### src/rtl/data_connect_fifo_pipe.sv
// Elastic valid/ready pipe with DEPTH entries. It supports full throughput, clock-enable
// qualification, flush, occupancy/almost-full status and a sticky handshake-violation flag.
module data_connect_fifo_pipe #(
    parameter int unsigned DSIZE    = 8,
    parameter int unsigned DEPTH    = 2,
    parameter int unsigned AF_LEVEL = 1
) (
    input  logic                           clock,
    input  logic                           rst,
    input  logic                           clk_en,
    input  logic                           flush,
    input  logic                           from_up_vld,
    input  logic [DSIZE-1:0]               from_up_data,
    output logic                           to_up_ready,
    input  logic                           from_down_ready,
    output logic                           to_down_vld,
    output logic [DSIZE-1:0]               to_down_data,
    output logic [$clog2(DEPTH+1)-1:0]     count,
    output logic                           almost_full,
    output logic                           over_flow
);

    localparam int unsigned PW     = (DEPTH > 1) ? $clog2(DEPTH) : 1;
    localparam int unsigned CW     = $clog2(DEPTH + 1);
    localparam int unsigned AF_THR = DEPTH - AF_LEVEL;

    typedef enum logic [1:0] {
        S_EMPTY  = 2'd0,
        S_ACTIVE = 2'd1,
        S_FULL   = 2'd2
    } state_t;

    state_t              r_state;
    state_t              w_state_nxt;

    logic [DSIZE-1:0]    r_mem [DEPTH];
    logic [PW-1:0]       r_wr_ptr;
    logic [PW-1:0]       r_rd_ptr;
    logic [CW-1:0]       r_count;
    logic [DSIZE-1:0]    r_dout;
    logic                r_up_ready;
    logic                r_down_vld;
    logic                r_almost_full;
    logic                r_over_flow;
    logic                r_stall;
    logic [DSIZE-1:0]    r_stall_data;

    logic                w_push;
    logic                w_pop;
    logic [PW-1:0]       w_wr_nxt;
    logic [PW-1:0]       w_rd_nxt;
    logic [CW-1:0]       w_count_nxt;
    logic [DSIZE-1:0]    w_head_nxt;
    logic                w_violation;

    function automatic logic [PW-1:0] ptr_inc(input logic [PW-1:0] p);
        return (p == PW'(DEPTH - 1)) ? '0 : p + PW'(1);
    endfunction

    // Transfers are decoded from state only; flush discards any same-cycle transfer.
    assign w_push = clk_en & ~flush & from_up_vld     & (r_state != S_FULL);
    assign w_pop  = clk_en & ~flush & from_down_ready & (r_state != S_EMPTY);

    // Next-state, pointer and occupancy decode.
    always_comb begin
        w_state_nxt = r_state;
        w_wr_nxt    = r_wr_ptr;
        w_rd_nxt    = r_rd_ptr;
        w_count_nxt = r_count;

        if (w_push) w_wr_nxt = ptr_inc(r_wr_ptr);
        if (w_pop)  w_rd_nxt = ptr_inc(r_rd_ptr);

        if (w_push && !w_pop)      w_count_nxt = r_count + CW'(1);
        else if (w_pop && !w_push) w_count_nxt = r_count - CW'(1);

        case (r_state)
            S_EMPTY: begin
                if (w_push) w_state_nxt = S_ACTIVE;
            end
            S_ACTIVE: begin
                if (w_push && !w_pop && (r_count == CW'(DEPTH - 1)))
                    w_state_nxt = S_FULL;
                else if (w_pop && !w_push && (r_count == CW'(1)))
                    w_state_nxt = S_EMPTY;
            end
            S_FULL: begin
                if (w_pop) w_state_nxt = S_ACTIVE;
            end
            default: w_state_nxt = S_EMPTY;
        endcase
    end

    // The new head bypasses from the input when it is being written this cycle.
    always_comb begin
        w_head_nxt = r_mem[w_rd_nxt];
        if (w_push && (w_rd_nxt == r_wr_ptr))
            w_head_nxt = from_up_data;
    end

    // A stalled offer seen last enabled cycle must be repeated unchanged.
    assign w_violation = r_stall & (~from_up_vld | (from_up_data != r_stall_data));

    // State register.
    always_ff @(posedge clock) begin
        if (rst)
            r_state <= S_EMPTY;
        else if (clk_en)
            r_state <= flush ? S_EMPTY : w_state_nxt;
    end

    // Storage array; contents need no reset because valid tracking covers them.
    always_ff @(posedge clock) begin
        if (!rst && w_push)
            r_mem[r_wr_ptr] <= from_up_data;
    end

    // Pointers, occupancy, registered outputs and protocol monitor.
    always_ff @(posedge clock) begin
        if (rst) begin
            r_wr_ptr      <= '0;
            r_rd_ptr      <= '0;
            r_count       <= '0;
            r_dout        <= '0;
            r_up_ready    <= 1'b1;
            r_down_vld    <= 1'b0;
            r_almost_full <= (AF_THR == 0);
            r_over_flow   <= 1'b0;
            r_stall       <= 1'b0;
            r_stall_data  <= '0;
        end else if (clk_en) begin
            if (flush) begin
                r_wr_ptr      <= '0;
                r_rd_ptr      <= '0;
                r_count       <= '0;
                r_up_ready    <= 1'b1;
                r_down_vld    <= 1'b0;
                r_almost_full <= (AF_THR == 0);
                r_over_flow   <= 1'b0;
                r_stall       <= 1'b0;
            end else begin
                r_wr_ptr      <= w_wr_nxt;
                r_rd_ptr      <= w_rd_nxt;
                r_count       <= w_count_nxt;
                r_up_ready    <= (w_state_nxt != S_FULL);
                r_down_vld    <= (w_state_nxt != S_EMPTY);
                r_almost_full <= (w_count_nxt >= CW'(AF_THR));
                r_over_flow   <= r_over_flow | w_violation;
                r_stall       <= from_up_vld & (r_state == S_FULL);
                if (w_push || w_pop)
                    r_dout <= w_head_nxt;
            end
            r_stall_data <= from_up_data;
        end
    end

    assign to_up_ready  = r_up_ready;
    assign to_down_vld  = r_down_vld;
    assign to_down_data = r_dout;
    assign count        = r_count;
    assign almost_full  = r_almost_full;
    assign over_flow    = r_over_flow;

endmodule
### config.mk
export PLATFORM = sky130hd
export DESIGN_NAME = data_connect_fifo_pipe
export DESIGN_NICKNAME = d
export VERILOG_FILES = /design/src/rtl/data_connect_fifo_pipe.sv
export SDC_FILE = /design/constraint.sdc
export NUM_CORES = 1
export LEC_CHECK = 0
export ABC_CLOCK_PERIOD_IN_PS = 3000
export BUFFER_PORTS_ARGS = -buffer_cell sky130_fd_sc_hd__buf_2
export CAP_MARGIN = 20
export CELL_PAD_IN_SITES_DETAIL_PLACEMENT = 1
export CELL_PAD_IN_SITES_GLOBAL_PLACEMENT = 2
export CORE_ASPECT_RATIO = 0.75
export CORE_UTILIZATION = 39
export CTS_CLUSTER_SIZE = 28
export DETAILED_ROUTE_END_ITERATION = 12
export PLACE_DENSITY_LB_ADDON = 0.1
export SKIP_LAST_GASP = 1
export SLEW_MARGIN = 20
export SYNTH_ARGS = -nofsm -noshare
export SYNTH_HDL_FRONTEND = slang
export SYNTH_SLANG_ARGS = --single-unit
### constraint.sdc
create_clock -name clock -period 3 [get_ports clock]
set_input_delay 0.6 -clock clock [delete_from_list [all_inputs] [get_ports clock]]
set_output_delay 0.6 -clock clock [all_outputs]
set_load 0.05 [all_outputs]
# Word-level counts from Yosys, hierarchy flattened

Memories as Yosys holds them, arrays and structs flattened. A register that Yosys moved wholly into a read port is not among the register bits.
Cells that the tools add are included.

RAM bits: 16
Memories: 1
Logic and storage cells: 70
Output and inout bits: 14
Bits in registers: 19
Input bits: 14

Memory list:

| name  | depth | bits a word | read ports | clocked after Yosys merged registers in | wr ports | RTL line | source |
|---|---|---|---|---|---|---|---|
| r_mem | 2     | 8           | 1          | 1                                       | 1        | 36       | `logic [DSIZE-1:0] r_mem [DEPTH];` |

$lt $le $gt $ge: 1
$add $sub $neg: 4
Equality and inequality tests: 6
Muxes and demuxes: 22
Bitwise gates (word level): 11
Reduce and logical (&&, ||, !) cells: 15

Operator list:

| operator              | count |
|---|---|
| $mux W2               | 8 |
| $mux W1               | 13 |
| $ne A8 B8 Y1          | 1 |
| $and A1 B1 Y1         | 7 |
| $pmux W2 S3           | 1 |
| $reduce_bool A2 Y1    | 3 |
| $logic_and A1 B1 Y1   | 5 |
| $eq A2 B1 Y1 const B  | 2 |
| $ne A2 B2 Y1 const B  | 2 |
| $logic_not A1 Y1      | 3 |
| $reduce_and A3 Y1     | 1 |
| $add A1 B1 Y1 const B | 2 |
| $add A2 B1 Y2 const B | 1 |
| $eq A2 B2 Y1 const B  | 1 |
| $ge A2 B1 Y1 const B  | 1 |
| $logic_not A2 Y1      | 1 |
| $not A1 Y1            | 2 |
| $or A1 B1 Y1          | 2 |
| $reduce_and A2 Y1     | 1 |
| $sub A2 B1 Y2 const B | 1 |
| $logic_or A1 B1 Y1    | 1 |

# Longest topological paths before layout

Gate-level depths: netlist of the first run.

Word-level depth: 12
Mapped depth: 7
Depth with buffers taken out: 7

# Worst setup path before layout of the first run

No wires, ideal clock.

Path kind: in2reg
Start: in clk_en
End: mem r_mem[1][0] (enable)
Library setup time: 0.385 ns
Arrival: 1.811 ns
Required time: 2.615 ns
Path slack: 0.804 ns
Stages on the path: 4
Path through: buf_4 -> and2b_1 -> nand3_1 -> nor3b_1

Longest elaborated chain between the ends: 6

RTL lines:

| item                          | RTL line | source |
|---|---|---|
| from (decl)                   | 10       | `input logic clk_en,` |
| $and A1 B1 Y1 (3 in a row)    | 61       | `assign w_push = clk_en & ~flush & from_up_vld & (r_state != S_FULL);` |
| $logic_and A1 B1 Y1           | 114      | `if (!rst && w_push)` |
| $mux W1                       | 114      |  |
| $mux W1 (not written as such) | 115      | `r_mem[r_wr_ptr] <= from_up_data;` |
| to (decl)                     | 36       |  |

Every way passes these cells.

# Final worst setup path of the first run

Start: in clk_en
End: reg r_dout[3], in the netlist to_down_data[3] (read register of r_mem)

Longest elaborated chain between the ends: 5
Elaborated cells between the ends (all ways): 8
Those cells by class: 1 x mux; 5 x bitwise; 2 x reduce/logical

RTL lines:

| item                                          | RTL line | source |
|---|---|---|
| $and A1 B1 Y1                                 | 61, 62   |  |
| $and A1 B1 Y1 (on tied branches) (2 in a row) | 61, 62   |  |
| $logic_or A1 B1 Y1                            | 150      | `if (w_push \|\| w_pop)` |
| $reduce_and A3 Y1 (no source line)            | n/a      |  |
| to (decl)                                     | 40       | `logic [DSIZE-1:0] r_dout;` |

Several ways; a longest one is shown, not always the timed one.
A chain may end at the register's enable or synchronous reset.

==> flow_summary_export.csv, run 1 <==
group,metric,value,unit
timing,slew_headroom,0.661,
critical_path,worstRegToRegCells,5,
critical_path,cp_max_fo,16,
global_routing,antenna_found_initial,0,
min_path,whs_path_depth,2,
clock_tree,cts-root-buf,"clkbuf_8",
route,dr.pass1.iters,4,
pwr,combPwrFrac,0.116,
layout,layout_common_cells,"dfxtp_1, buf_2, nand2_1",
timing,period_needed,2.00,ns
floorplan,std_cell_rows,21,
global_routing,grt_max_degree,23,
clock_tree,cts.sinks,43,
clock_tree,cts_made_buffers,5,
run,drv_cap,0,
layout,nNetsFinal,226,
timing,hold_viol_final,0,
pwr,p_int,0.000918,W
synthesis,synth-seq-cells,43,
floorplan,die_area,5290,um^2
floorplan,start_util,0.422,
floorplan,core_area,4620,um^2
timing,hold_slack,0.501,ns
placement,placed_cell_area,2130,um^2
min_path,hp-class,"reg -> reg",
global_routing,grt_overflow_total,0,
clock_tree,cts_tree,"done",
timing,finalCritPeriodShare,0.667,
synthesis,yosysWarnings,0,
synthesis,ys_seq_area_frac,0.523,
floorplan,die_y,63.2,um
floorplan,io_pins,28,
critical_path,worstSetupPathType,"in -> reg",
layout,diodes,0,
clock_tree,cts_setup_buffers,0,
route,routed_wl,4490,um
global_routing,grt_pass1_vias,1455,
synthesis,synth_edf_count,16,
clock_tree,cts_resized,0,
critical_path,start_kind,"primary input",
timing,setup_tns,0,ns
layout,drive_above_1_share,0.212,
global_routing,grtUsageTotal,0.178,
timing,fmax,0.500,GHz
layout,area_growth,14.8,%
timing,drv_slew,0,
synthesis,syn_inst,183,
pwr,power_frac_seq,0.523,
critical_path,crit_required,3.15,ns
global_routing,grt_pass1_wl,7150,um
clock_tree,clock_latency,0.30,ns
clock_tree,clock_path_buffers,2,
timing,skew,0.00987,ns
placement,hpwl,3320,um
pwr,switching_share,0.245,
route,ant_nets,0,
synthesis,synth_ff_type,"dfxtp_1",
timing,tightestPinTransition,0.505,ns
timing,rsz0062_at_grt,"no",
critical_path,crit_arrival,2.15,ns
critical_path,endpoint_kind,"flip-flop",
route,drc,0,
timing,setup_violations,0,
synthesis,yosysUniqueCellTypes,44,
clock_tree,clkTransAtPathRegs,0.08,ns
synthesis,synth_area_per_cell,10.7,um^2
pwr,power_switching,0.000298,W
pwr,clock_power_share,0.361,
pwr,power_density,543,nW/um^2
placement,io_buffers,27,
clock_tree,cts_hold_buf,0,
layout,final_area,2240,um^2
route,vias,1467,
pwr,ir_drop,255,uV
route,wl_per_cell,16.7,um
status,outcome,"finished, final reports clean",
placement,gp_congestion,0.856,
clock_tree,h-tree-depth,2,
synthesis,syn_area,1950,um^2
pwr,leakage,0.912,nW
floorplan,die_w,83.7,um
route,drt_iter0_markers,82,
route,drt-vias-per-instance,5.45,
synthesis,syn-num-nets,198,
synthesis,async_flop_share,0,
## synthesized netlist by cell type (2+ instances only)
master    number  area [um^2]
nand3_1        4         20.0
xor2_1         7         61.3
nor3_2         2         20.0
clkbuf_1       2         7.51
a21o_1         2         15.0
inv_1         12         45.0
a31oi_1        3         18.8
edfxtp_1      16          480
nand2_1       18         67.6
o21ai_0        6         30.0
a21oi_1        6         30.0
nor3_1         3         15.0
mux2i_1       17          170
nor2_1        15         56.3
nand4_1        2         12.5
dfxtp_1       27          541
buf_2          5         25.0
o221ai_1       8         70.1
xnor2_1        3         26.3
## per-stage QoR
stage / power (W) / cells / setup WS [ns] / util
after floorplan: 0.000748 / 183 / 0.804 / -
after global placement: 0.000785 / 261 / 0.793 / 0.461
after detailed placement: 0.000790 / 261 / 0.682 / 0.461
after CTS: 0.00123 / 269 / 1.00 / 0.484
after global routing: 0.00126 / 269 / 0.804 / 0.484
final: 0.00122 / 269 / 0.999 / 0.484
## layer usage
layer  GRT usage  routed length, um
met5           0                  0
met4      0.0572                 59
met3      0.0459                172
met2       0.285               2040
met1       0.237               2220
## logic make-up (layout without fill, tap and decap cells)
| kind of cell | Yosys count | after routing | share of synthesized area |
|---|---|---|---|
| simple gates | 53 | 53 | 0.144 |
| flops | 43 | 43 | 0.523 |
| compound gates | 39 | 39 | 0.150 |
| buf+inv | 20 | 49 | 0.0436 |
| mux | 17 | 17 | 0.0872 |
| xor+xnor | 10 | 10 | 0.0449 |
| fa+ha+maj | 1 | 1 | 0.00641 |
## critical path: stages
cell	delay (ns)
buf_2	0.31
nand2b_1	0.26
nor3_4	0.34
or2_0	0.46
o221ai_1	0.18
## power groups by stage
| stage | clock, W | combinational [W] | sequential (W) |
|---|---|---|---|
| finish | 0.000439 | 0.000141 | 0.000636 |
| global route | 0.000468 | 0.000153 | 0.000638 |
| CTS | 0.000451 | 0.000142 | 0.000636 |
| detailed placement | 0 | 0.000141 | 0.000649 |
| global placement | 0 | 0.000137 | 0.000648 |
| floorplan | 0 | 0.0000715 | 0.000676 |
## flip-flops by register name, summed over array words and instances, names as in the netlist
register      flops
almost_full       1
count             2
over_flow         1
r_mem            16
r_rd_ptr          1
r_stall           1
r_stall_data      8
r_state           2
r_wr_ptr          1
to_down_data      8
to_down_vld       1
to_up_ready       1
## layout make-up
class | count | area [um^2]
fillers | 520 | 2390
flip-flops and latches | 43 | 1020
multi-input cells | 120 | 845
repair buffers | 29 | 150
clock buffers | 7 | 76.3
well taps | 57 | 71.3
inverters | 12 | 45.0
clock inverters | 1 | 30.0
## final timing paths
check	slack, ns	from	end
worst max-delay path	1.0	clk_en	to_down_data[3]$_SDFFE_PP0P_
worst min-delay path	0.50	to_down_vld$_SDFFE_PP0P_	to_down_vld$_SDFFE_PP0P_
worst max register to register	1.07	r_state[0]$_SDFFE_PP0P_	to_down_data[3]$_SDFFE_PP0P_
worst min register to register	0.50	to_down_vld$_SDFFE_PP0P_	to_down_vld$_SDFFE_PP0P_
Note: power is estimated with default switching activity, not from simulation.
==> run 2: changes to the inputs <==
--- a/config.mk
+++ b/config.mk
@@ -5,13 +5,14 @@
 export SDC_FILE = /design/constraint.sdc
 export NUM_CORES = 1
 export LEC_CHECK = 0
-export ABC_CLOCK_PERIOD_IN_PS = 3000
+export ABC_AREA = 1
+export ABC_CLOCK_PERIOD_IN_PS = 1990
 export BUFFER_PORTS_ARGS = -buffer_cell sky130_fd_sc_hd__buf_2
 export CAP_MARGIN = 20
 export CELL_PAD_IN_SITES_DETAIL_PLACEMENT = 1
 export CELL_PAD_IN_SITES_GLOBAL_PLACEMENT = 2
 export CORE_ASPECT_RATIO = 0.75
-export CORE_UTILIZATION = 39
+export CORE_UTILIZATION = 33
 export CTS_CLUSTER_SIZE = 28
 export DETAILED_ROUTE_END_ITERATION = 12
 export PLACE_DENSITY_LB_ADDON = 0.1
==> constraint.sdc (replaced) <==
create_clock -name clock -period 1.99 [get_ports clock]
set_input_delay 0.398 -clock clock [delete_from_list [all_inputs] [get_ports clock]]
set_output_delay 0.398 -clock clock [all_outputs]
set_load 0.05 [all_outputs]
==> flow_summary_export.csv, run 2 <==
group,metric,value,unit
status,outcome,"finished, final reports clean",
clock_tree,cts_resized,0,
timing,rsz0062_at_grt,"no",
timing,hold_viol_final,0,
route,dr.pass1.iters,4,
clock_tree,cts_hold_buf,0,
synthesis,yosysUniqueCellTypes,32,
placement,placed_cell_area,2330,um^2
synthesis,synth_area_per_cell,7.91,um^2
global_routing,antenna_found_initial,0,
floorplan,core_area,5950,um^2
timing,skew,0.00712,ns
layout,final_cells,376,
layout,final_common_cell,"nand2_1",
clock_tree,clkTransAtPathRegs,0.09,ns
critical_path,cp_max_fo,8,
clock_tree,cts_made_buffers,5,
timing,finalCritPeriodShare,0.817,
synthesis,syn-num-nets,277,
synthesis,yosysWarnings,0,
clock_tree,h-tree-depth,2,
layout,drive_above_1_share,0.205,
floorplan,io_pins,28,
pwr,leakage,1.12,nW
synthesis,syn_area,2070,um^2
route,routed_wl,5390,um
layout,layout_common_cells,"nand2_1, nand3_1, inv_1",
global_routing,grt_overflow_total,0,
critical_path,cpPeakStageDelay,0.43,ns
clock_tree,cts.sinks,43,
layout,top_register,"r_mem",
critical_path,crit_family,"simple AND/OR/NAND/NOR gates",
synthesis,yosys-top-cells-area,"dfxtp_1, edfxtp_1, nand2_1",
synthesis,async_flop_share,0,
floorplan,die_area,6610,um^2
floorplan,die_y,70.6,um
clock_tree,cts_tree,"done",
critical_path,path_common_cell,"nand2_1",
run,drv_cap,0,
layout,area_growth,16.8,%
pwr,power_density,717,nW/um^2
placement,hpwl,4060,um
clock_tree,clock_latency,0.30,ns
layout,largest_reg_flops,16,
synthesis,synth_top_area_cell,"dfxtp_1",
critical_path,endpoint_kind,"flip-flop",
floorplan,die_w,93.5,um
timing,tightestPinTransition,0.653,ns
route,wl_per_cell,14.3,um
route,drc,0,
timing,fmax,0.615,GHz
critical_path,crit_arrival,1.83,ns
critical_path,cp.buffers_inverters,1,
placement,gp_congestion,0.724,
route,drt_iter0_markers,48,
layout,final_area,2420,um^2
layout,diodes,0,
floorplan,start_util,0.349,
critical_path,cp_cell_sequence,"nor2_1 > nor2_2 > nand2_1 > nand3_1 > nand3_2 > nand2_1 > nand3_1 > nand2_1 > inv_1",
synthesis,synth_ff_type,"dfxtp_1",
floorplan,std_cell_rows,24,
critical_path,cpMaxStageDelayCell,"dfxtp_1",
synthesis,ys_seq_area_frac,0.492,
global_routing,grtUsageTotal,0.180,
timing,drv_slew,0,
synthesis,synth_common_cells,"nand2_1, nand3_1, inv_1, dfxtp_1, o21ai_0",
placement,io_buffers,27,
timing,period_needed,1.63,ns
clock_tree,clock_path_buffers,2,
synthesis,synth_top_area_frac,0.261,
pwr,power,0.00174,W
synthesis,synth-seq-cells,43,
route,ant_nets,0,
timing,slew_headroom,0.564,
global_routing,grt_max_degree,21,
synthesis,synth_edf_count,16,
critical_path,worstSetupPathType,"reg -> reg",
timing,setup_tns,0,ns
synthesis,syn_inst,262,
route,drt-vias-per-instance,4.73,
timing,setup_violations,0,
critical_path,start_kind,"flip-flop",
pwr,ir_drop,372,uV
clock_tree,cts_setup_buffers,0,
route,vias,1780,
critical_path,crit_required,2.20,ns
layout,nNetsFinal,312,
global_routing,grt_pass1_wl,9020,um
synthesis,yosysMostFrequentCell,"nand2_1",
clock_tree,cts-root-buf,"clkbuf_8",
placement,dpl.cell_count,368,
min_path,hp-class,"in -> reg",
global_routing,grt_pass1_vias,1794,
run 2: cell types whose count changed after synthesis, sizes merged, moves of 3 or more:
cell / change
nand3: +33
nand2: +55
o21ai: +14
mux2i: -17
nor3: -4
xor2: -7
a21oi: +6
o221ai: -8
clkbuf: +3
inv: +20
run 2: kinds of logic after synthesis:
family | Yosys count | share of synthesized area
fa+ha+maj | 1 | 0.00603
simple gates | 132 | 0.300
xor+xnor | 3 | 0.0127
compound gates | 40 | 0.104
flops | 43 | 0.492
buf+inv | 43 | 0.0845
run 2: path summary, 6_finish.rpt:
kind	from	endpoint	cells after the start	slack (ns)
setup reg to reg	r_state[1]$_SDFFE_PP0P_	to_down_data[1]$_SDFFE_PP0P_	9	0.36
hold / removal	from_up_data[5]	r_mem[0][5]$_DFFE_PP_	1	0.35
hold reg to reg	to_up_ready$_SDFFE_PP1P_	to_up_ready$_SDFFE_PP1P_	2	0.47
setup / recovery	r_state[1]$_SDFFE_PP0P_	to_down_data[1]$_SDFFE_PP0P_	9	0.36
run 2: stage by stage:
step	util	setup WS, ns	hold WS (ns)
3_3_place_gp	0.392	0.224	0.440
5_1_grt	0.407	0.226	0.330
6_report	0.407	0.365	0.346
3_5_place_dp	0.392	0.195	0.442
2_1_floorplan	-	0.245	0.437
4_1_cts	0.407	0.350	0.335
run 2: report_power, final:
part	leakage, nW	switching [W]	internal (W)	total (W)
Clock	0.0418	0.000337	0.000246	0.000582
Combinational	0.709	0.000141	0.0000614	0.000203
Sequential	0.365	0.0000147	0.000937	0.000952
run 2: area by class of cell:
| cell class | instances | area (um^2) |
|---|---|---|
| fillers | 747 | 3520 |
| inverters | 34 | 128 |
| well taps | 78 | 97.6 |
| clock buffers | 5 | 68.8 |
| clock inverters | 3 | 20.0 |
| multi-input cells | 176 | 877 |
| flip-flops and latches | 43 | 1020 |
| repair buffers | 37 | 210 |
run 2: metal layers:
layer,vias to the layer above,wire [um],global-route usage
met5,-,0,0
met4,0,46,0.0462
met3,4,172,0.0409
met2,26,2230,0.270
met1,830,2940,0.260
li1,920,-,-
run 2: worst reg2reg max path, cell delays in order, from the launching register on:
cell	delay, ns
dfxtp_1	0.43
nor2_1	0.10
nor2_2	0.20
nand2_1	0.18
nand3_1	0.14
nand3_2	0.18
nand2_1	0.12
nand3_1	0.08
nand2_1	0.07
inv_1	0.03
